## config.mk

```make
export PLATFORM = sky130hd
export DESIGN_NAME = mastermind_board_engine
export DESIGN_NICKNAME = d
export VERILOG_FILES = /design/src/rtl/mastermind_board_engine.sv
export SDC_FILE = /design/constraint.sdc
export NUM_CORES = 1
export LEC_CHECK = 0
export BUFFER_PORTS_ARGS = -buffer_cell sky130_fd_sc_hd__buf_4
export CORE_MARGIN = 3
export CORE_UTILIZATION = 58
export CTS_CLUSTER_DIAMETER = 30
export DETAILED_ROUTE_END_ITERATION = 6
export GPL_TIMING_DRIVEN = 0
export PLACE_DENSITY = 0.8
export SLEW_MARGIN = 0
export SYNTH_ARGS = -nofsm -noshare
export SYNTH_HDL_FRONTEND = slang
export SYNTH_SLANG_ARGS = --single-unit
```

## constraint.sdc

```tcl
create_clock -name Clk -period 4.9 [get_ports Clk]
set_clock_uncertainty 0.05 [all_clocks]
set_input_delay 0.49 -clock Clk [delete_from_list [all_inputs] [get_ports Clk]]
set_output_delay 0.49 -clock Clk [all_outputs]
set_load 0.005 [all_outputs]
```

## src/rtl/mastermind_board_engine.sv

```systemverilog
// Mastermind/Wordle board engine: holds the colour board, edits the active
// row through a wrapping cursor, scores submitted rows with a multi-cycle
// scorer (exact matches, then per-colour histogram overlap) and tracks win/lose.
module mastermind_board_engine #(
    parameter int NUM_PEGS   = 4,
    parameter int COLOR_W    = 3,
    parameter int NUM_COLORS = 6,
    parameter int NUM_ROWS   = 6,
    localparam int P_W   = NUM_PEGS * COLOR_W,
    localparam int IDX_W = (NUM_PEGS > 1) ? $clog2(NUM_PEGS) : 1,
    localparam int ROW_W = (NUM_ROWS > 1) ? $clog2(NUM_ROWS) : 1,
    localparam int CNT_W = $clog2(NUM_PEGS + 1)
) (
    input  logic                      Clk,
    input  logic                      Reset_n,
    input  logic                      start,
    input  logic [P_W-1:0]            answer,
    input  logic [COLOR_W-1:0]        color_in,
    input  logic                      set_color,
    input  logic                      cur_left,
    input  logic                      cur_right,
    input  logic                      submit,
    output logic [NUM_ROWS*P_W-1:0]   board_flat,
    output logic [NUM_ROWS*2*CNT_W-1:0] score_flat,
    output logic [ROW_W-1:0]          row_idx,
    output logic [IDX_W-1:0]          cursor,
    output logic                      score_valid,
    output logic                      q_Start,
    output logic                      q_Input,
    output logic                      q_Score,
    output logic                      q_DoneC,
    output logic                      q_DoneNC
);

    // Scorer sequencing: steps 0..NUM_PEGS-1 compare pegs, the next NUM_COLORS
    // steps accumulate histogram overlap, then one step writes the score and
    // one more step chooses the next state.
    localparam int STEP_W = $clog2(NUM_PEGS + NUM_COLORS + 2);
    localparam logic [STEP_W-1:0]  STEP_B0    = STEP_W'(NUM_PEGS);
    localparam logic [STEP_W-1:0]  STEP_WRITE = STEP_W'(NUM_PEGS + NUM_COLORS);
    localparam logic [IDX_W-1:0]   PEG_LAST   = IDX_W'(NUM_PEGS - 1);
    localparam logic [ROW_W-1:0]   ROW_LAST   = ROW_W'(NUM_ROWS - 1);
    localparam logic [COLOR_W-1:0] MAX_COLOR  = COLOR_W'(NUM_COLORS);
    localparam logic [CNT_W-1:0]   ALL_BLACK  = CNT_W'(NUM_PEGS);

    // One-hot encoding so each state flag is a flop bit directly.
    typedef enum logic [4:0] {
        S_START   = 5'b00001,
        S_INPUT   = 5'b00010,
        S_SCORE   = 5'b00100,
        S_DONE_C  = 5'b01000,
        S_DONE_NC = 5'b10000
    } state_t;

    state_t state_q, state_d;
    logic [NUM_ROWS-1:0][NUM_PEGS-1:0][COLOR_W-1:0] board_q, board_d;
    logic [NUM_ROWS-1:0][1:0][CNT_W-1:0]            score_q, score_d;
    logic [NUM_PEGS-1:0][COLOR_W-1:0]               answer_q, answer_d;
    logic [(1<<COLOR_W)-1:0][CNT_W-1:0]             hist_g_q, hist_g_d;
    logic [(1<<COLOR_W)-1:0][CNT_W-1:0]             hist_a_q, hist_a_d;
    logic [ROW_W-1:0]  row_idx_q, row_idx_d;
    logic [IDX_W-1:0]  cursor_q, cursor_d;
    logic [STEP_W-1:0] step_q, step_d;
    logic [CNT_W-1:0]  black_q, black_d;
    logic [CNT_W-1:0]  sum_q, sum_d;
    logic              score_valid_q, score_valid_d;

    logic [NUM_PEGS-1:0] peg_full;
    logic [IDX_W-1:0]    peg_sel;
    logic [COLOR_W-1:0]  guess_peg, ans_peg, color_sel, write_color;
    logic [CNT_W-1:0]    hist_g_sel, hist_a_sel, min_sel;

    // A row may be submitted only when every peg holds a colour.
    for (genvar gi = 0; gi < NUM_PEGS; gi++) begin : g_full
        assign peg_full[gi] = |board_q[row_idx_q][gi];
    end

    assign peg_sel     = step_q[IDX_W-1:0];
    assign guess_peg   = board_q[row_idx_q][peg_sel];
    assign ans_peg     = answer_q[peg_sel];
    assign color_sel   = COLOR_W'(step_q - STEP_B0 + STEP_W'(1));
    assign hist_g_sel  = hist_g_q[color_sel];
    assign hist_a_sel  = hist_a_q[color_sel];
    assign min_sel     = (hist_g_sel < hist_a_sel) ? hist_g_sel : hist_a_sel;
    assign write_color = (color_in > MAX_COLOR) ? '0 : color_in;

    // Next-state logic for the game FSM, board editing and the scorer.
    always_comb begin
        state_d       = state_q;
        board_d       = board_q;
        score_d       = score_q;
        answer_d      = answer_q;
        row_idx_d     = row_idx_q;
        cursor_d      = cursor_q;
        step_d        = step_q;
        black_d       = black_q;
        sum_d         = sum_q;
        hist_g_d      = hist_g_q;
        hist_a_d      = hist_a_q;
        score_valid_d = 1'b0;
        if (start && (state_q != S_SCORE)) begin
            state_d   = S_INPUT;
            answer_d  = answer;
            board_d   = '0;
            score_d   = '0;
            row_idx_d = '0;
            cursor_d  = '0;
        end else begin
            case (state_q)
                S_INPUT: begin
                    if (submit && (&peg_full)) begin
                        state_d  = S_SCORE;
                        step_d   = '0;
                        black_d  = '0;
                        sum_d    = '0;
                        hist_g_d = '0;
                        hist_a_d = '0;
                    end else begin
                        // The write uses the cursor as it was before any move.
                        if (set_color)
                            board_d[row_idx_q][cursor_q] = write_color;
                        if (cur_left && !cur_right)
                            cursor_d = (cursor_q == '0) ? PEG_LAST : cursor_q - IDX_W'(1);
                        else if (cur_right && !cur_left)
                            cursor_d = (cursor_q == PEG_LAST) ? '0 : cursor_q + IDX_W'(1);
                    end
                end
                S_SCORE: begin
                    step_d = step_q + STEP_W'(1);
                    if (step_q < STEP_B0) begin
                        if (guess_peg == ans_peg)
                            black_d = black_q + CNT_W'(1);
                        hist_g_d[guess_peg] = hist_g_q[guess_peg] + CNT_W'(1);
                        hist_a_d[ans_peg]   = hist_a_q[ans_peg] + CNT_W'(1);
                    end else if (step_q < STEP_WRITE) begin
                        sum_d = sum_q + min_sel;
                    end else if (step_q == STEP_WRITE) begin
                        score_d[row_idx_q] = {sum_q - black_q, black_q};
                        score_valid_d      = 1'b1;
                    end else begin
                        if (black_q == ALL_BLACK) begin
                            state_d = S_DONE_C;
                        end else if (row_idx_q == ROW_LAST) begin
                            state_d = S_DONE_NC;
                        end else begin
                            state_d   = S_INPUT;
                            row_idx_d = row_idx_q + ROW_W'(1);
                            cursor_d  = '0;
                        end
                    end
                end
                S_START, S_DONE_C, S_DONE_NC: ;
                default: state_d = S_START;
            endcase
        end
    end

    // All state and outputs are registered; reset aborts any scoring in flight.
    always_ff @(posedge Clk or negedge Reset_n) begin
        if (!Reset_n) begin
            state_q       <= S_START;
            board_q       <= '0;
            score_q       <= '0;
            answer_q      <= '0;
            row_idx_q     <= '0;
            cursor_q      <= '0;
            step_q        <= '0;
            black_q       <= '0;
            sum_q         <= '0;
            hist_g_q      <= '0;
            hist_a_q      <= '0;
            score_valid_q <= 1'b0;
        end else begin
            state_q       <= state_d;
            board_q       <= board_d;
            score_q       <= score_d;
            answer_q      <= answer_d;
            row_idx_q     <= row_idx_d;
            cursor_q      <= cursor_d;
            step_q        <= step_d;
            black_q       <= black_d;
            sum_q         <= sum_d;
            hist_g_q      <= hist_g_d;
            hist_a_q      <= hist_a_d;
            score_valid_q <= score_valid_d;
        end
    end

    assign board_flat  = board_q;
    assign score_flat  = score_q;
    assign row_idx     = row_idx_q;
    assign cursor      = cursor_q;
    assign score_valid = score_valid_q;
    assign q_Start     = state_q[0];
    assign q_Input     = state_q[1];
    assign q_Score     = state_q[2];
    assign q_DoneC     = state_q[3];
    assign q_DoneNC    = state_q[4];

endmodule
```

==> flow_metrics.env, run 1 <==
export IMPL_hold_violations=0
export IMPL_antenna_cells=0
export IMPL_design_area_um2=12200
export IMPL_routed_wl_um=31000
export IMPL_routed_via_density=6.48
export IMPL_antenna_found_initial=1
export IMPL_insertion_delay_ns=0.45
export IMPL_grt_max_degree=124
export IMPL_final_common_cell="dfrtp_1"
export IMPL_critPathKind="reg2reg"
export IMPL_start_kind="register"
export IMPL_synth_avg_cell_area_um2=9.94
export IMPL_finalSetupViolCount=0
export IMPL_syn_inst=1027
export IMPL_clk_pin_slew_ns=0.08
export IMPL_multiInputGateArea_um2=5080
export IMPL_grt_overflow_total=0
export IMPL_cts_tree="yes"
export IMPL_slew_headroom=0.0915
export IMPL_slew_viol_final=0
export IMPL_cts_root_buf="clkbuf_16"
export IMPL_powerDensity_nw_per_um2=296
export IMPL_ys_types=70
export IMPL_ir_worst_vdd_mv=0.264
export IMPL_ant_nets=0
export IMPL_die_h_um=139
export IMPL_grt_pass1_wl_um=49500
export IMPL_hp_class="in2reg"
export IMPL_cp_max_fo=13
export IMPL_critical_path_required_ns=5.19
export IMPL_start_util=0.605
export IMPL_whs_path_depth=3
export IMPL_r2r_cells=13
export IMPL_rows=47
export IMPL_nets=1225
export IMPL_grtUsageTotal=0.324
export IMPL_ys_async_sr_fraction=1.00
export IMPL_numCtsBuffers=17
export IMPL_io_pins=141
export IMPL_finalCritPeriodShare=0.931
export IMPL_maxCapViolations=0
export IMPL_cp_data_arrival_time_ns=4.85
export IMPL_clock_fmax_ghz=0.219
export IMPL_regArea_um2=4730
export IMPL_placed_area_um2=11600
export IMPL_syn_area_um2=10200
export IMPL_yosys_warnings=0
export IMPL_power_uw=3620
export IMPL_clock_sinks=189
export IMPL_grt_pass1_vias=8868
export IMPL_cts_max_level=4
export IMPL_syn_num_nets=1066
export IMPL_critPathCaptureType="register"
export IMPL_leakagePower_uw=0.00540
export IMPL_layout_min_cycle_time_ns=4.56
export IMPL_portBuffers=139
export IMPL_area_growth_pct=19.6
export IMPL_postCtsSetupBuffers=0
export IMPL_gp_congestion=0.986
export IMPL_drt_initial_drc_count=896
export IMPL_die_w_um=139
export IMPL_grt_setup_unrepaired="false"
export IMPL_cts_path_max_buffers=2
export IMPL_layout_common_cells="dfrtp_1, buf_4, nand3_1"
export IMPL_synth_edf_count=0
export IMPL_status="finished, final reports clean"
export IMPL_via_count=9202
export IMPL_max_slew_worst_pin_slew_ns=1.35
export IMPL_yosysSeqAreaShare=0.464
export IMPL_fin_cells=1419
export IMPL_wire_per_inst_um=21.8
export IMPL_ys_seq_elements=189
export IMPL_ys_flop_type="dfrtp_1"
export IMPL_core_um2=16900
export IMPL_dieArea_um2=19200
export IMPL_drcViolationCount=0
export IMPL_dr_pass1_iters=6
export IMPL_dp_hpwl_um=22600
export IMPL_dp_cells=1387
export IMPL_fillers=1253
export IMPL_layout_drive_gt1_share=0.213
power by group:
group          total [µW]  leakage (µW)  internal, µW  switching, µW
logic                 495       0.00266           165            330
registers            1620       0.00243          1590           33.2
clock network        1500      0.000314           793            708
cell type report:
class,instances,share of cell area
buffer,65,0.0273
inverter,17,0.00523
clock buffer,17,0.0348
sequential,189,0.387
timing repair buffer,141,0.0892
clock inverter,15,0.0177
multi-input combinational,755,0.416
tap,220,0.0225
Yosys cell counts, types with 6 or more instances:
cell       number  area share
dfrtp_1       188        0.46
nand4_1         6      0.0037
a211oi_1        7      0.0051
mux2_2         13       0.014
nand3_1       127       0.062
ha_1           15       0.018
xnor2_1         7      0.0060
buf_1           6      0.0022
o2bb2ai_1       7      0.0060
a32o_1          8      0.0078
mux4_2         17       0.038
buf_2          11      0.0054
nor2_1         50       0.018
o21ai_0       107       0.052
mux2i_1        49       0.048
a21oi_1        40       0.020
a22o_1         10      0.0086
o22ai_1        12      0.0074
and2_1         12      0.0074
nand4_4        18       0.038
nand2b_1        9      0.0055
o31ai_1         6      0.0044
nor3_1         10      0.0049
inv_1          16      0.0059
nand3b_1        7      0.0051
nor2b_1         7      0.0043
o21ai_1        27       0.013
nand2_1       123       0.045
clkbuf_1       39       0.014
critical path, stage by stage, from the launching register on:
cell and delay [ns]:
dfrtp_1 0.50, ha_1 0.88, mux4_2 0.61, mux2_2 0.31, ha_1 0.29, a21boi_0 0.12, o21ai_0 0.29, a31oi_1 0.17
ha_1 0.22, fa_1 0.38, xor2_1 0.17, nor2_1 0.13, o21ai_0 0.09, a22o_1 0.24
timing repair:
action | in CTS | in global routing
resized for setup | 0 | 2
hold endpoints to repair | 65 | 0
gates cloned | 0 | 0
setup endpoints to repair | 1 | 1
hold buffers | 1 | 0
flip-flops by register name, summed over array words and instances, names as in the netlist:
register and cells:
board_flat 72, score_flat 36, hist_a_q 24, hist_g_q 24, answer_q 12, state_q 5
step_q 4, black_q 3, row_idx 3, sum_q 3, cursor 2, score_valid 1
worst paths after layout:
check                                 start              to  slack (ns)
worst max-delay path              step_q[1]        sum_q[2]        0.34
min in group asynchronous           Reset_n  board_flat[16]        0.52
worst max register to register    step_q[1]        sum_q[2]        0.34
worst min-delay path             answer[11]    answer_q[11]        0.17
max in group asynchronous           Reset_n    hist_a_q[15]        3.30
worst min register to register  answer_q[3]     answer_q[3]        0.43
metal layers:
layer	vias to the layer above	wire length, µm	global-route usage
met2	519	14200	0.495
met4	2	1140	0.128
met3	87	3030	0.0707
li1	4073	-	-
met1	4521	12600	0.456
met5	-	13	0
cells by family (layout without fill, tap and decap cells):
kind of cell | after synthesis | after routing | share of synthesized area
flip-flops | 189 | 189 | 0.464
XOR/XNOR | 13 | 13 | 0.0119
adder cells (fa/ha/maj) | 17 | 17 | 0.0223
AND/OR/NAND/NOR | 391 | 391 | 0.210
buffers and inverters | 83 | 255 | 0.0391
multiplexers | 80 | 80 | 0.101
AO/OA/AOI/OAI | 254 | 254 | 0.152
per-stage QoR:
stage / hold WS [ns] / TNS [ns] / util / setup WS, ns
after floorplan: 0.144 / 0 / - / 0.682
after global placement: 0.405 / 0 / 0.683 / 0.0787
after detailed placement: 0.412 / -0.00705 / 0.685 / -0.00705
after CTS: 0.176 / 0 / 0.723 / 0.186
after global routing: 0.185 / 0 / 0.723 / 0.0577
final: 0.174 / 0 / 0.723 / 0.340
Note: power is estimated with default switching activity, not from simulation.
==> inputs of run 2 (changes only) <==
==> constraint.sdc (replaced) <==
create_clock -name Clk -period 4.9 [get_ports Clk]
set_clock_uncertainty 0.05 [all_clocks]
set_input_delay 0.98 -clock Clk [delete_from_list [all_inputs] [get_ports Clk]]
set_output_delay 0.98 -clock Clk [all_outputs]
set_load 0.005 [all_outputs]
==> flow_metrics.env, run 2 (synthesis results as in run 1) <==
export IMPL_insertion_delay_ns=0.45
export IMPL_numCtsBuffers=17
export IMPL_placed_area_um2=11600
export IMPL_cp_cell_sequence="ha_1 -> mux4_2 -> mux2_2 -> ha_1 -> a21boi_0 -> o21ai_0 -> a31oi_1 -> ha_1 -> fa_1 -> xor2_1 -> nor2_1 -> o21ai_0 -> a22o_1"
export IMPL_grt_pass1_vias=8860
export IMPL_slew_viol_final=0
export IMPL_cts_max_level=4
export IMPL_wire_per_inst_um=21.9
export IMPL_ir_worst_vdd_mv=0.264
export IMPL_maxCapViolations=0
export IMPL_cts_root_buf="clkbuf_16"
export IMPL_hp_class="in2async"
export IMPL_core_um2=16900
export IMPL_layout_setup_ws_ns=0.337
export IMPL_die_h_um=139
export IMPL_postCtsSetupBuffers=0
export IMPL_start_kind="register"
export IMPL_gp_congestion=0.986
export IMPL_antenna_cells=0
export IMPL_powerDensity_nw_per_um2=296
export IMPL_antenna_found_initial=1
export IMPL_p_comb_frac=0.136
export IMPL_grt_setup_unrepaired="false"
export IMPL_p_int_uw=2550
export IMPL_grt_pass1_wl_um=49500
export IMPL_critical_path_required_ns=5.19
export IMPL_finalCritPeriodShare=0.931
export IMPL_dp_cells=1387
export IMPL_grt_overflow_total=0
export IMPL_via_count=9157
export IMPL_critPathCaptureType="register"
export IMPL_slew_headroom=0.0902
export IMPL_die_w_um=139
export IMPL_status="finished, final reports clean"
export IMPL_grtUsageTotal=0.324
export IMPL_crit_path_frequent_cell="ha_1"
export IMPL_power_switching_uw=1070
export IMPL_finalSetupViolCount=0
export IMPL_clock_fmax_ghz=0.219
export IMPL_cp_max_fo=13
export IMPL_area_growth_pct=19.5
export IMPL_power_uw=3620
export IMPL_hold_violations=0
export IMPL_drcViolationCount=0
export IMPL_layout_common_cells="dfrtp_1, buf_4, nand3_1"
export IMPL_portBuffers=139
export IMPL_cts_path_max_buffers=2
export IMPL_design_area_um2=12200
export IMPL_power_switching_share=0.296
export IMPL_max_slew_worst_pin_slew_ns=1.35
export IMPL_io_pins=141
export IMPL_leakagePower_uw=0.00540
export IMPL_layout_min_cycle_time_ns=4.56
export IMPL_layout_drive_gt1_share=0.213
export IMPL_dr_pass1_iters=7
export IMPL_pre_cts_ws_ns=-0.00705
export IMPL_rows=47
export IMPL_dieArea_um2=19200
export IMPL_routed_via_density=6.46
export IMPL_max_stage_delay_ns=0.89
export IMPL_fin_cells=1418
export IMPL_critPathKind="reg2reg"
export IMPL_cpMaxStageDelayCell="ha_1"
export IMPL_fillers=1254
export IMPL_power_frac_seq=0.448
export IMPL_clockPowerShare=0.415
export IMPL_clock_sinks=189
export IMPL_dp_hpwl_um=22600
export IMPL_nets=1224
export IMPL_clk_pin_slew_ns=0.08
export IMPL_r2r_slack_ns=0.34
export IMPL_final_common_cell="dfrtp_1"
export IMPL_routed_wl_um=31000
export IMPL_largest_register_ff_count=72
export IMPL_grt_max_degree=124
export IMPL_cts_tree="yes"
export IMPL_start_util=0.605
export IMPL_ant_nets=0
export IMPL_cp_data_arrival_time_ns=4.85
export IMPL_drt_initial_drc_count=1120
==> run 2: cell count changes in the layout (fill, tap and decap cells not counted), sizes merged <==
cell / before / now
dlygate4sd3: 1 / 0
==> run 2: layout make-up <==
| type | count | area, µm² | share of cell area |
|---|---|---|---|
| multi-input cells | 755 | 5080 | 0.416 |
| clock inverters | 15 | 216 | 0.0177 |
| well taps | 220 | 275 | 0.0226 |
| flip-flops and latches | 189 | 4730 | 0.388 |
| inverters | 17 | 63.8 | 0.00523 |
| plain buffers | 65 | 333 | 0.0273 |
| repair buffers | 140 | 1080 | 0.0884 |
| clock buffers | 17 | 425 | 0.0349 |
==> run 2: path summary, 6_finish.rpt <==
| path | start | endpoint | cells after the start |
|---|---|---|---|
| max | step_q[1] | sum_q[2] | 13 |
| min | Reset_n | board_flat[16] | 1 |
| max reg2reg | step_q[1] | sum_q[2] | 13 |
| min reg2reg | answer_q[3] | answer_q[3] | 2 |
| max in group asynchronous | Reset_n | hist_a_q[15] | 2 |
| min in group Clk | answer_q[3] | answer_q[3] | 2 |
==> run 2: timing repair <==
action                     in CTS  in global routing
setup endpoints to repair       1                  1
resized for setup               0                  2
hold buffers                    0                  0
gates cloned                    0                  0
==> run 2: stage by stage <==
| step | hold WS [ns] | setup TNS, ns | util |
|---|---|---|---|
| finish | 0.409 | 0 | 0.723 |
| global route | 0.452 | 0 | 0.723 |
| CTS | 0.430 | 0 | 0.723 |
| detailed placement | 0.412 | -0.00705 | 0.685 |
| global placement | 0.405 | 0 | 0.683 |
| floorplan | 0.390 | 0 | - |
==> run 2: layer usage <==
metal | track usage | vias to the layer above | wire, µm
met3 | 0.0710 | 89 | 3140
met1 | 0.456 | 4452 | 12600
met2 | 0.495 | 542 | 14100
met5 | 0 | - | 13
met4 | 0.128 | 2 | 1180
li1 | - | 4072 | -
==> run 2: critical path, delay by kind of cell, from the launching register on <==
| kind | cells | cell delay, ns |
|---|---|---|
| AO/OA/AOI/OAI | 5 | 0.92 |
| multiplexers | 2 | 0.92 |
| flip-flops | 1 | 0.49 |
| adder cells (fa/ha/maj) | 4 | 1.78 |
| XOR/XNOR | 1 | 0.17 |
| AND/OR/NAND/NOR | 1 | 0.13 |
==> run 2: power by group through the flow <==
stage	combinational (µW)	clock, µW	sequential, µW
after floorplan	306	0	1640
after global placement	475	0	1650
after detailed placement	485	0	1650
after CTS	488	1500	1620
after global routing	534	1570	1630
final	493	1500	1620
==> inputs of run 3 (changes only) <==
--- a/config.mk
+++ b/config.mk
@@ -7,11 +7,12 @@
 export LEC_CHECK = 0
 export BUFFER_PORTS_ARGS = -buffer_cell sky130_fd_sc_hd__buf_4
 export CORE_MARGIN = 3
-export CORE_UTILIZATION = 58
+export CORE_UTILIZATION = 53
 export CTS_CLUSTER_DIAMETER = 30
 export DETAILED_ROUTE_END_ITERATION = 6
 export GPL_TIMING_DRIVEN = 0
-export PLACE_DENSITY = 0.8
+export PLACE_DENSITY = 0.77
+export SKIP_CTS_REPAIR_TIMING = 1
 export SLEW_MARGIN = 0
 export SYNTH_ARGS = -nofsm -noshare
 export SYNTH_HDL_FRONTEND = slang
==> constraint.sdc (replaced) <==
create_clock -name Clk -period 4.1 [get_ports Clk]
set_clock_uncertainty 0.05 [all_clocks]
set_input_delay 0.82 -clock Clk [delete_from_list [all_inputs] [get_ports Clk]]
set_output_delay 0.82 -clock Clk [all_outputs]
set_load 0.005 [all_outputs]
==> flow_metrics.env, run 3 (synthesis results as in run 1) <==
export IMPL_hold_violations=0
export IMPL_layout_drive_gt1_share=0.227
export IMPL_dp_hpwl_um=22800
export IMPL_status="finished, final reports clean"
export IMPL_numCtsBuffers=17
export IMPL_r2r_slack_ns=0.1
export IMPL_grtUsageTotal=0.304
export IMPL_area_growth_pct=21.6
export IMPL_gp_congestion=0.885
export IMPL_fin_util=0.659
export IMPL_cp_max_fo=10
export IMPL_grt_pass1_vias=8607
export IMPL_layout_common_cells="dfrtp_1, buf_4, nand3_1"
export IMPL_tns_ns=0
export IMPL_max_slew_worst_pin_slew_ns=1.33
export IMPL_via_count=9051
export IMPL_start_kind="register"
export IMPL_io_pins=141
export IMPL_dieArea_um2=21000
export IMPL_ant_nets=0
export IMPL_antenna_found_initial=0
export IMPL_antenna_cells=0
export IMPL_grt_overflow_total=0
export IMPL_wire_per_inst_um=21.6
export IMPL_critical_path_required_ns=4.38
export IMPL_cts_max_level=4
export IMPL_powerDensity_nw_per_um2=346
export IMPL_clk_pin_slew_ns=0.08
export IMPL_clock_sinks=189
export IMPL_design_area_um2=12400
export IMPL_die_h_um=145
export IMPL_final_common_cell="dfrtp_1"
export IMPL_cp_data_arrival_time_ns=4.29
export IMPL_drt_initial_drc_count=965
export IMPL_critPathCaptureType="register"
export IMPL_dr_pass1_iters=5
export IMPL_critPathKind="reg2reg"
export IMPL_largest_register_ff_count=72
export IMPL_routed_wl_um=31700
export IMPL_layout_min_cycle_time_ns=4.00
export IMPL_grt_setup_unrepaired="true"
export IMPL_grt_max_degree=102
export IMPL_rows=50
export IMPL_fillers=1493
export IMPL_r2r_end="hist_g_q[10]"
export IMPL_drcViolationCount=0
export IMPL_routed_via_density=6.17
export IMPL_core_um2=18800
export IMPL_slew_headroom=0.107
export IMPL_maxCapViolations=0
export IMPL_slew_viol_final=0
export IMPL_portBuffers=139
export IMPL_nets=1233
export IMPL_start_util=0.542
export IMPL_finalCritPeriodShare=0.977
export IMPL_placed_area_um2=11600
export IMPL_insertion_delay_ns=0.45
export IMPL_leakagePower_uw=0.00544
export IMPL_timing_rr_start="row_idx[0]"
export IMPL_cts_tree="yes"
export IMPL_finalSetupViolCount=0
export IMPL_clock_fmax_ghz=0.250
export IMPL_r2r_cells=14
export IMPL_cts_root_buf="clkbuf_16"
export IMPL_cts_path_max_buffers=2
export IMPL_hp_class="in2async"
export IMPL_die_w_um=145
export IMPL_ir_worst_vdd_mv=0.253
export IMPL_grt_pass1_wl_um=48700
run 3: cell count changes in the layout (fill, tap and decap cells not counted), sizes merged:
cell and delta:
buf +9, clkinv +4, bufinv -2, inv -2
run 3: worst max path at each step:
| stage | from | endpoint | slack [ns] | cells after the start |
|---|---|---|---|---|
| 2_1_floorplan | step_q[1] | sum_q[2] | 0.14 | 14 |
| 3_3_place_gp | step_q[0] | sum_q[2] | -0.55 | 15 |
| 3_5_place_dp | step_q[0] | sum_q[2] | -0.65 | 15 |
| 4_1_cts | step_q[0] | sum_q[2] | -0.65 | 15 |
| 5_1_grt | step_q[1] | sum_q[2] | -0.07 | 15 |
| 6_report | row_idx[0] | hist_g_q[10] | 0.1 | 14 |
run 3: metrics by stage:
step / hold WS (ns) / setup WS, ns / power [µW] / std cells
global route: 0.375 / -0.0686 / 4450 / 1467
global placement: 0.409 / -0.547 / 2540 / 1426
detailed placement: 0.412 / -0.647 / 2550 / 1427
finish: 0.304 / 0.0953 / 4300 / 1467
floorplan: 0.390 / 0.138 / 2330 / 1027
CTS: 0.364 / -0.646 / 4280 / 1459
run 3: worst max-delay path: stages, from the launching register on:
cell and delay [ns]:
dfrtp_2 0.44, buf_8 0.19, buf_8 0.19, mux2_1 0.33, a222oi_1 0.47, a211oi_1 0.18, a311oi_2 0.27, buf_4 0.17
buf_6 0.15, mux2_2 0.35, o211ai_1 0.16, o21ai_0 0.12, ha_1 0.33, and2_1 0.24, a32o_1 0.23
run 3: power by group:
| part | internal [µW] | total, µW | switching (µW) |
|---|---|---|---|
| Sequential | 1900 | 1940 | 39.5 |
| Combinational | 210 | 607 | 398 |
| Clock | 849 | 1750 | 902 |
run 3: area by class of cell:
class / count / area [µm²] / area share
clock inverter: 15 / 208 / 0.0167
buffer: 65 / 384 / 0.0310
sequential: 189 / 4730 / 0.382
timing repair buffer: 149 / 1150 / 0.0924
tap: 260 / 325 / 0.0262
inverter: 17 / 63.8 / 0.00514
clock buffer: 17 / 425 / 0.0343
multi-input combinational: 755 / 5120 / 0.413
run 3: per-layer routing:
metal | track usage | part of all wire
met5 | 0 | 0
met4 | 0.102 | 0.028
met3 | 0.0703 | 0.091
met2 | 0.455 | 0.46
met1 | 0.441 | 0.42
